<file path="src/rtl/cu_instr_issuer.sv">
// cu_instr_issuer: byte-serially loaded program buffer that issues one 16-bit
// instruction per clock to a compute unit and captures the 8-bit results,
// tagging each result with the program index it belongs to.
module cu_instr_issuer #(
    parameter int DEPTH  = 16,
    parameter int ADDR_W = 4
) (
    input  logic              clk,
    input  logic              rst,
    input  logic              wr_valid,
    output logic              wr_ready,
    input  logic [7:0]        wr_byte,
    input  logic              clear,
    input  logic              start,
    output logic              busy,
    output logic              done,
    output logic [ADDR_W:0]   prog_len,
    output logic              cu_ena,
    output logic [15:0]       cu_instr,
    input  logic [7:0]        cu_result,
    output logic              res_valid,
    output logic [7:0]        res_data,
    output logic [ADDR_W-1:0] res_idx
);

    typedef enum logic [1:0] {IDLE, RUN, DRAIN} state_t;

    localparam logic [ADDR_W:0] FULL_LEN = (ADDR_W+1)'(DEPTH);

    state_t              state_reg, state_next;
    logic [ADDR_W:0]     prog_len_reg;
    logic [ADDR_W:0]     ptr_reg;
    logic                phase_reg;      // 0: expecting high byte, 1: expecting low byte
    logic [7:0]          hi_byte_reg;
    logic [15:0]         mem [DEPTH];
    logic                cu_ena_reg;
    logic [15:0]         cu_instr_reg;
    logic [ADDR_W-1:0]   cu_idx_reg;
    logic                d1_valid_reg;
    logic [ADDR_W-1:0]   d1_idx_reg;
    logic                res_valid_reg;
    logic [7:0]          res_data_reg;
    logic [ADDR_W-1:0]   res_idx_reg;
    logic                done_reg;

    logic                is_idle;
    logic                wr_fire;
    logic                start_go;
    logic                issue_more;
    logic [ADDR_W-1:0]   rd_addr;

    assign is_idle    = (state_reg == IDLE);
    assign wr_ready   = is_idle && (prog_len_reg < FULL_LEN) && !start;
    // clear takes priority over a byte offered in the same cycle
    assign wr_fire    = wr_valid && wr_ready && !clear;
    // clear wins over start when both are asserted
    assign start_go   = is_idle && start && !clear;
    assign issue_more = (ptr_reg < prog_len_reg);
    // first word is read while still in IDLE; afterwards the issue pointer drives the read
    assign rd_addr    = is_idle ? '0 : ptr_reg[ADDR_W-1:0];

    assign busy      = !is_idle;
    assign done      = done_reg;
    assign prog_len  = prog_len_reg;
    assign cu_ena    = cu_ena_reg;
    assign cu_instr  = cu_instr_reg;
    assign res_valid = res_valid_reg;
    assign res_data  = res_data_reg;
    assign res_idx   = res_idx_reg;

    // State register
    always_ff @(posedge clk) begin
        if (rst) state_reg <= IDLE;
        else     state_reg <= state_next;
    end

    // Next-state logic: RUN until the pointer reaches prog_len, DRAIN until results are out
    always_comb begin
        state_next = state_reg;
        case (state_reg)
            IDLE:    if (start_go && (prog_len_reg != '0)) state_next = RUN;
            RUN:     if (!issue_more) state_next = DRAIN;
            DRAIN:   if (!d1_valid_reg) state_next = IDLE;
            default: state_next = IDLE;
        endcase
    end

    // Program buffer write port: a word is stored once its low byte arrives
    always_ff @(posedge clk) begin
        if (wr_fire && phase_reg)
            mem[prog_len_reg[ADDR_W-1:0]] <= {hi_byte_reg, wr_byte};
    end

    // Loader bookkeeping: byte phase, pending high byte and committed length
    always_ff @(posedge clk) begin
        if (rst) begin
            prog_len_reg <= '0;
            phase_reg    <= 1'b0;
            hi_byte_reg  <= '0;
        end else if (is_idle && clear) begin
            prog_len_reg <= '0;
            phase_reg    <= 1'b0;
        end else if (start_go) begin
            phase_reg    <= 1'b0;
        end else if (wr_fire) begin
            if (!phase_reg) begin
                hi_byte_reg <= wr_byte;
                phase_reg   <= 1'b1;
            end else begin
                prog_len_reg <= prog_len_reg + 1'b1;
                phase_reg    <= 1'b0;
            end
        end
    end

    // Issue stage: registered read of the buffer straight onto the compute-unit bus
    always_ff @(posedge clk) begin
        if (rst) begin
            cu_ena_reg   <= 1'b0;
            cu_instr_reg <= '0;
            cu_idx_reg   <= '0;
            ptr_reg      <= '0;
        end else if ((start_go && (prog_len_reg != '0)) ||
                     (state_reg == RUN && issue_more)) begin
            cu_ena_reg   <= 1'b1;
            cu_instr_reg <= mem[rd_addr];
            cu_idx_reg   <= rd_addr;
            ptr_reg      <= (is_idle ? '0 : ptr_reg) + 1'b1;
        end else begin
            cu_ena_reg   <= 1'b0;
            cu_instr_reg <= '0;
            if (is_idle) ptr_reg <= '0;
        end
    end

    // Two-stage (valid, idx) delay line matching the compute unit's one-cycle latency
    always_ff @(posedge clk) begin
        if (rst) begin
            d1_valid_reg  <= 1'b0;
            d1_idx_reg    <= '0;
            res_valid_reg <= 1'b0;
            res_data_reg  <= '0;
            res_idx_reg   <= '0;
        end else begin
            d1_valid_reg  <= cu_ena_reg;
            d1_idx_reg    <= cu_idx_reg;
            res_valid_reg <= d1_valid_reg;
            if (d1_valid_reg) begin
                res_data_reg <= cu_result;
                res_idx_reg  <= d1_idx_reg;
            end
        end
    end

    // Completion pulse: empty-program start, or the drain finishing
    always_ff @(posedge clk) begin
        if (rst) done_reg <= 1'b0;
        else     done_reg <= (start_go && (prog_len_reg == '0)) ||
                             (state_reg == DRAIN && !d1_valid_reg);
    end

endmodule

</file>
<file path="config.mk">
export PLATFORM = sky130hd
export DESIGN_NAME = cu_instr_issuer
export DESIGN_NICKNAME = d
export VERILOG_FILES = /design/src/rtl/cu_instr_issuer.sv
export SDC_FILE = /design/constraint.sdc
export NUM_CORES = 1
export LEC_CHECK = 0
export CORE_AREA = 2 2 227 229
export DETAILED_ROUTE_END_ITERATION = 10
export DIE_AREA = 0 0 229 231
export MAX_ROUTING_LAYER = met4
export SETUP_SLACK_MARGIN = 0.4
export SLEW_MARGIN = 20
export SYNTH_ARGS = -nofsm -noshare
export SYNTH_HDL_FRONTEND = slang
export SYNTH_SLANG_ARGS = --single-unit
</file>
<file path="constraint.sdc">
create_clock -name clk -period 3.2 [get_ports clk]
set_input_delay 0.64 -clock clk [delete_from_list [all_inputs] [get_ports clk]]
set_output_delay 0.64 -clock clk [all_outputs]
set_load 0.02 [all_outputs]
</file>
==> flow_summary.yaml, run 1 <==
die:
  placementRows: 83
  initial_utilization: 0.246
  die_w_um: 229
  die_h_um: 231
  dieArea_um2: 52900
  coreArea_um2: 50700
  io_pins: 59
setup_path:
  path_delay_family: "buffers and inverters"
  cpPeakStageDelay_ns: 0.67
  cp-start-kind: "input port"
  ff2ff_setup_slack_ns: 0.57
  cp_max_fo: 3
  cp_num_cells: 3
  endpoint_kind: "primary output"
  arrival_ns: 2.04
  critPathBufInv: 2
  crit_path_top_delay_cell: "clkdlybuf4s50_1"
  r2r_cells: 7
  path_common_cell: "clkdlybuf4s50_1"
  path_class: "in2out"
  required_ns: 2.56
  crit_chain: "clkdlybuf4s50_1 -> nor4_2 -> clkdlybuf4s50_1"
routing:
  antenna_left: 0
  wirelength_mm: 31.5
  post_drt_wl_per_cell_um: 19.6
  drt_iter0_drc: 708
  post_drt_via_cell_ratio: 4.62
  drtPass1Iterations: 5
  drcViolationCount: 0
  vias: 7401
logic_synthesis:
  synth_cell_types: 47
  yosys.area.top_type_share: 0.617
  yosys-top-cells-count: "256 x edfxtp_1, 61 x dfxtp_1, 55 x mux2i_1"
  synth.most_common_cell: "edfxtp_1"
  synth_edf_count: 256
  syn_area_um2: 12500
  syn_nets: 859
  yosys_register_bits: 317
  syn-instance-count: 829
  yosys_warnings: 0
  async_flop_share: 0
  synthFlopType: "edfxtp_1"
  synth.avg_cell_area_um2: 15.0
  synth_seq_area_share: 0.715
  ys_top_cells_by_area: "edfxtp_1 62%, dfxtp_1 9.8%, mux2i_1 4.4%"
  synth_top_cell_by_area: "edfxtp_1"
place:
  io_buffers: 58
  gp_congestion: 0.809
  dp_hpwl_mm: 19.9
pwr:
  vdd_ir_drop_max_mv: 0.314
  clkPwrFrac: 0.457
  leakage_nw: 4.68
  combPwrFrac: 0.012
  p_sw_frac: 0.194
  power_frac_seq: 0.532
  p_switching_w: 0.00163
  p_per_area_nw_per_um2: 559
  p_int_w: 0.00677
  finalPower_w: 0.00840
timing:
  setup_violations: 0
  setup_tns_ns: 0
  min_period_ns: 2.68
  worst_slew_pin_slew_ns: 0.972
  rsz0062_at_grt: "true"
  finalCritPeriodShare: 0.838
  whs_ns: 0.466
  final-max-slew-violation-count: 0
  fin_skew_ns: 0.0207
  fmax_mhz: 373
  slew_headroom: 0.350
  hold_viol_final: 0
clock_tree:
  clk_latency_ns: 0.51
  numClockSinks: 317
  cts_buffer_depth: 3
  ctsHoldBuffers: 0
  h-tree-depth: 2
  cts_tree: "built"
  clkTransAtPathRegs_ns: 0.06
  clockRootBuffer: "clkbuf_16"
  cts_buffers: 34
min_path:
  holdPathStages: 2
  min_path_type: "reg2reg"
run_status:
  status: "completed"
cells_and_area:
  diodes: 0
  drive_above_1_share: 0.161
  syn2layout_area_growth_pct: 20.5
  fin_nets: 927
  largest_reg_flops: 256
  final_core_util: 0.296
global_routing:
  globalRouteOverflowTotal: 0
  grt_pass1_wl_mm: 46.1
  grt_max_degree: 59
  antenna_found_initial: 0
  grt_pass1_vias: 7121
  grt_usage: 0.119
flow_run:
  maxCapViolations: 0
-- layer usage --
layer,track usage,routed length (µm),share of wire,up-vias
li1,-,-,-,3372
met1,0.157,13700,0.44,3747
met2,0.192,15500,0.49,236
met3,0.0148,1530,0.049,46
met4,0.0339,756,0.024,0
met5,-,0,0,-
-- placed cells by master (no fill, tap or decap), types with 2 or more instances in the layout --
cell / count
a21oi_2: 8
nor2b_1: 39
mux2_2: 32
nor2_2: 5
a211oi_1: 2
edfxtp_1: 256
inv_1: 10
a221o_1: 15
dfxtp_1: 58
ha_1: 9
o21ai_2: 2
bufinv_16: 3
a21o_1: 3
buf_4: 28
clkdlybuf4s50_1: 58
dfxtp_2: 2
a21oi_1: 39
o221ai_1: 32
nor3b_1: 3
nor3_2: 4
a31oi_1: 32
nor2_1: 38
buf_12: 3
clkbuf_1: 6
a221oi_1: 30
xnor2_1: 3
nand3_1: 29
clkinv_1: 5
o21ai_0: 2
nand2_1: 39
mux2i_1: 55
clkinv_2: 10
clkbuf_16: 36
nand2_2: 2
o211ai_1: 2
-- power groups by stage --
stage	combinational [W]	sequential, W	clock [W]
after floorplan	0.0000236	0.00454	0
after global placement	0.0000957	0.00455	0
after detailed placement	0.0000971	0.00456	0
after CTS	0.0000975	0.00447	0.00390
after global routing	0.000103	0.00447	0.00405
final	0.0000980	0.00447	0.00383
-- tightest hold or removal path: stages, from the launching register on --
cell and delay, ns:
dfxtp_1 0.30, mux2i_1 0.06, nor2_1 0.07
-- cell families (layout without fill, tap and decap cells) --
| family | after synthesis | count (layout) | synth area share |
|---|---|---|---|
| flip-flops | 317 | 317 | 0.715 |
| AO/OA/AOI/OAI | 174 | 174 | 0.105 |
| AND/OR/NAND/NOR | 171 | 171 | 0.0696 |
| multiplexers | 87 | 87 | 0.0731 |
| buffers and inverters | 68 | 161 | 0.0266 |
| adder cells (fa/ha/maj) | 9 | 9 | 0.00903 |
| XOR/XNOR | 3 | 3 | 0.00211 |
-- worst paths after layout --
kind | startpoint | to
worst max-delay path | start | wr_ready
worst min-delay path | d1_idx_reg[0] | res_idx[0]
worst max register to register | prog_len[3] | cu_instr[6]
worst min register to register | d1_idx_reg[0] | res_idx[0]
-- layout make-up --
class                   instances  area (µm²)
inverters                      11        48.8
flip-flops and latches        317        8910
clock inverters                19         168
multi-input cells             444        3270
fillers                      5085       35700
clock buffers                  42         923
well taps                     680         851
repair buffers                 89         851
-- stage by stage --
step                      instances  setup slack, ns  cell area (µm²)
after floorplan                 829            0.431            12500
after global placement         1541            0.444            13900
after detailed placement       1541            0.387            13900
after CTS                      1602            0.437            15000
after global routing           1602            0.398            15000
final                          1602            0.520            15000
-- repair_timing --
action	4_1_cts	5_1_grt
hold endpoints to repair	0	0
endpoints found under the setup margin	1	19
pin swaps	0	0
gates resized for setup	3	2
buffers inserted	0	0
No activity file was read; power rests on OpenSTA's default activity.
==> run 2: changes to the inputs <==
Clock period 3.2 ns to 2.76 ns, I/O delays scaled along.
==> flow_summary.yaml, run 2 (synthesis results as in run 1) <==
timing:
  worst_slew_pin_slew_ns: 0.925
  setup_violations: 0
  fin_skew_ns: 0.0253
  hold_viol_final: 0
  rsz0062_at_grt: "true"
  finalCritPeriodShare: 0.837
  slew_headroom: 0.383
  setup_tns_ns: 0
  setup_ws_ns: 0.449
  fmax_mhz: 433
  final-max-slew-violation-count: 0
  min_period_ns: 2.31
pwr:
  combPwrFrac: 0.012
  clkPwrFrac: 0.461
  leakage_nw: 4.85
  p_per_area_nw_per_um2: 634
  p_sw_frac: 0.195
  power_frac_seq: 0.527
  finalPower_w: 0.00982
  p_int_w: 0.00791
  vdd_ir_drop_max_mv: 0.459
  p_switching_w: 0.00192
routing:
  drcViolationCount: 0
  antenna_left: 0
  post_drt_via_cell_ratio: 4.55
  post_drt_wl_per_cell_um: 19.9
  wirelength_mm: 32.3
  vias: 7397
  drtPass1Iterations: 5
  drt_iter0_drc: 589
global_routing:
  use_met2: 0.215
  grt_usage: 0.123
  grt_use_met3: 0.0127
  grt_pass1_vias: 7334
  grt_max_degree: 67
  grt-busiest-layer: "met2"
  grt.met1_usage: 0.151
  globalRouteOverflowTotal: 0
  antenna_found_initial: 0
  grt_pass1_wl_mm: 47.9
cells_and_area:
  diodes: 0
  mostFrequentLayoutCell: "edfxtp_1"
  fin_nets: 950
  mostFrequentLayoutCells: "256 x edfxtp_1, 57 x dfxtp_1, 55 x mux2i_1, 55 x clkdlybuf4s50_1"
  drive_above_1_share: 0.192
  largest_reg_flops: 256
  syn2layout_area_growth_pct: 24.2
  fin_cells: 1625
flow_run:
  maxCapViolations: 0
clock_tree:
  cts_tree: "built"
  clk_latency_ns: 0.59
  clkTransAtPathRegs_ns: 0.06
  h-tree-depth: 1
  clockRootBuffer: "clkbuf_16"
  ctsHoldBuffers: 0
  cts_buffer_depth: 3
  cts_buffers: 31
  numClockSinks: 317
min_path:
  min_path_type: "reg2reg"
setup_path:
  crit_chain: "nor2_8 -> inv_4 -> dlygate4sd2_1"
  arrival_ns: 1.76
  cp_max_fo: 24
  cp-start-kind: "register"
  path_delay_family: "buffers and inverters"
  cpPeakStageDelay_ns: 0.50
  required_ns: 2.21
  crit_path_top_delay_cell: "dfxtp_2"
  path_class: "reg2out"
  endpoint_kind: "primary output"
  critPathBufInv: 2
place:
  gp_congestion: 0.819
  dp_hpwl_mm: 20.2
  io_buffers: 58
  post-place-ws_ns: 0.0780
  dp_cells: 1564
run_status:
  status: "completed"
die:
  io_pins: 59
  die_h_um: 231
  initial_utilization: 0.246
  placementRows: 83
  die_w_um: 229
  coreArea_um2: 50700
  dieArea_um2: 52900
[run 2: cell types whose count changed in the layout (fill, tap and decap cells not counted), sizes merged, moves of 3 or more]
| cell | previous run | this run |
|---|---|---|
| buf | 31 | 57 |
| bufinv | 3 | 7 |
| clkbuf | 42 | 35 |
| clkdlybuf4s50 | 58 | 55 |
| clkinv | 15 | 12 |
| clkinvlp | 0 | 3 |
[run 2: stage by stage]
step	cell area (µm²)	util	hold slack [ns]
after floorplan	12600	-	0.438
after global placement	14400	0.283	0.452
after detailed placement	14400	0.283	0.458
after CTS	15500	0.305	0.467
after global routing	15500	0.306	0.488
final	15500	0.306	0.468
[run 2: final timing paths]
check,startpoint,end,slack (ns),cells past startpoint
max,state_reg[0],busy,0.45,3
min,d1_idx_reg[2],res_idx[2],0.47,2
max reg2reg,prog_len[3],ptr_reg[3],0.55,7
min reg2reg,d1_idx_reg[2],res_idx[2],0.47,2
[run 2: area by class of cell]
type,count,area (µm²)
Clock buffer,35,791
Inverter,11,43.8
Timing Repair Buffer,115,1260
Multi-Input combinational cell,444,3320
Sequential cell,317,8920
Tap cell,680,851
Fill cell,5014,35200
Clock inverter,23,303
[run 2: power by group through the flow]
stage	Combinational [W]	Sequential [W]	Clock, W
floorplan	0.0000279	0.00526	0
global placement	0.000122	0.00528	0
detailed placement	0.000124	0.00528	0
CTS	0.000123	0.00518	0.00459
global route	0.000130	0.00517	0.00479
finish	0.000121	0.00517	0.00453
[run 2: repair_timing]
item                       CTS  global route
setup endpoints to repair    8             6
setup buffers                0             3
resized for setup            6             2
[run 2: worst reg2reg max path, cell delays in order (launching register included)]
cell and delay (ns):
dfxtp_2 0.32, inv_1 0.07, ha_1 0.32, a21o_1 0.18, a2111oi_2 0.44, o21ai_2 0.19
a21oi_1 0.24, mux2_2 0.36
[run 2: routing by layer]
metal  up-vias  routed length [µm]
met4         0                 796
met1      3786               13500
met2       157               16700
met5         -                   0
met3        39                1300
li1       3415                   -
==> run 3: changes to the inputs <==
Clock period 2.76 ns to 2.2 ns, I/O delays scaled along.
==> flow_summary.yaml, run 3 (synthesis results as in run 1) <==
routing:
  drt_iter0_drc: 662
  wirelength_mm: 33.0
  post_drt_via_cell_ratio: 4.57
  vias: 7707
  drcViolationCount: 0
  drtPass1Iterations: 5
  antenna_left: 0
  post_drt_wl_per_cell_um: 19.6
timing:
  worst_slew_pin_slew_ns: 0.888
  setup_ws_ns: 0.224
  fmax_mhz: 506
  min_period_ns: 1.98
  finalCritPeriodShare: 0.898
  slew_headroom: 0.407
  final-max-slew-violation-count: 0
  fin_skew_ns: 0.0166
  rsz0062_at_grt: "true"
  hold_viol_final: 0
  whs_ns: 0.467
  setup_violations: 0
setup_path:
  path_class: "reg2reg"
  r2r_start: "prog_len[3]"
  endpoint_kind: "register"
  crit_path_top_delay_cell: "dfxtp_4"
  r2r_end: "cu_instr[0]"
  cpPeakStageDelay_ns: 0.38
  required_ns: 2.68
  critPathBufInv: 2
  crit_chain: "inv_8 -> ha_4 -> a21o_1 -> a2111oi_4 -> o21ai_4 -> a21o_1 -> buf_12 -> a21oi_4"
  arrival_ns: 2.45
  cp-start-kind: "register"
  r2r_cells: 8
  ff2ff_setup_slack_ns: 0.22
  path_common_cell: "a21o_1"
  path_delay_family: "compound AO/OA/AOI/OAI gates"
  cp_max_fo: 18
cells_and_area:
  fin_nets: 1013
  syn2layout_area_growth_pct: 32.9
  mostFrequentLayoutCell: "edfxtp_1"
  largest_reg_flops: 256
  mostFrequentLayoutCells: "256 x edfxtp_1, 73 x buf_4, 55 x mux2i_1, 55 x dfxtp_1, 39 x nor2b_1"
  drive_above_1_share: 0.284
  diodes: 0
min_path:
  min_path_type: "reg2reg"
  min_from: "cu_idx_reg[3]"
  holdPathEnd: "d1_idx_reg[3]"
  holdPathStages: 1
die:
  dieArea_um2: 52900
  die_h_um: 231
  io_pins: 59
  placementRows: 83
  coreArea_um2: 50700
  initial_utilization: 0.246
  die_w_um: 229
clock_tree:
  clkTransAtPathRegs_ns: 0.06
  numClockSinks: 317
  clockRootBuffer: "clkbuf_16"
  cts_buffer_depth: 3
  cts_tree: "built"
  h-tree-depth: 1
  clk_latency_ns: 0.55
  cts_buffers: 30
global_routing:
  grt_pass1_wl_mm: 48.0
  grt_usage: 0.124
  globalRouteOverflowTotal: 0
  grt_max_degree: 35
  antenna_found_initial: 0
  grt_pass1_vias: 7535
flow_run:
  maxCapViolations: 0
pwr:
  vdd_ir_drop_max_mv: 0.506
  leakage_nw: 5.78
  p_per_area_nw_per_um2: 716
place:
  post-place-ws_ns: -0.313
  dp_hpwl_mm: 20.9
  io_buffers: 58
  gp_congestion: 0.829
run_status:
  status: "completed"
run 3: cell types whose count changed in the layout (fill, tap and decap cells not counted), moves of 10 or more:
cell	previous run	this run
buf_6	0	13
nor2_4	0	13
buf_4	37	73
nor2_2	13	0
a21oi_1	39	29
clkdlybuf4s50_1	55	20
buf_12	20	30
dlymetal6s2s_1	1	26
run 3: metrics by stage:
step | setup TNS, ns | utilization | cells | area, µm² | total power [W]
floorplan | -4.41 | - | 829 | 12800 | 0.00664
global placement | -58.55 | 0.295 | 1608 | 15000 | 0.00678
detailed placement | -64.57 | 0.295 | 1608 | 15000 | 0.00679
CTS | 0 | 0.324 | 1683 | 16400 | 0.0119
global route | 0 | 0.327 | 1687 | 16600 | 0.0122
finish | 0 | 0.327 | 1687 | 16600 | 0.0119
run 3: timing repair:
action                                  4_1_cts  5_1_grt
gates cloned                                  4        0
gates resized for setup                      74       45
hold buffers                                  0        0
endpoints found under the setup margin      322      317
pin swaps                                     7        5
buffers inserted                             15        4
run 3: layout make-up:
class | instances | area (µm²)
timing repair buffer | 179 | 2070
clock buffer | 39 | 847
sequential | 317 | 8930
fill | 4957 | 34100
clock inverter | 17 | 155
tap | 680 | 851
multi-input combinational | 444 | 3650
inverter | 11 | 56.3
run 3: worst max path at each step:
stage / start / to / slack (ns) / cells past startpoint
after floorplan: start / mem[3][0] / -0.08 / 5
after global placement: start / mem[3][14] / -0.28 / 7
after detailed placement: start / mem[3][14] / -0.31 / 7
after CTS: prog_len[4] / wr_ready / 0.19 / 4
after global routing: prog_len[4] / mem[10][11] / 0.16 / 8
final: prog_len[3] / cu_instr[0] / 0.22 / 8
run 3: where the power goes:
part	internal (W)	switching, W
combinational	0.0000699	0.000102
sequential	0.00645	0.0000315
clock	0.00305	0.00215
run 3: layer usage:
| metal | up-vias | track usage | wire (µm) |
|---|---|---|---|
| met1 | 3875 | 0.149 | 13500 |
| met2 | 226 | 0.214 | 16900 |
| li1 | 3551 | - | - |
| met3 | 55 | 0.0187 | 1610 |
| met4 | 0 | 0.0404 | 997 |
| met5 | - | - | 0 |
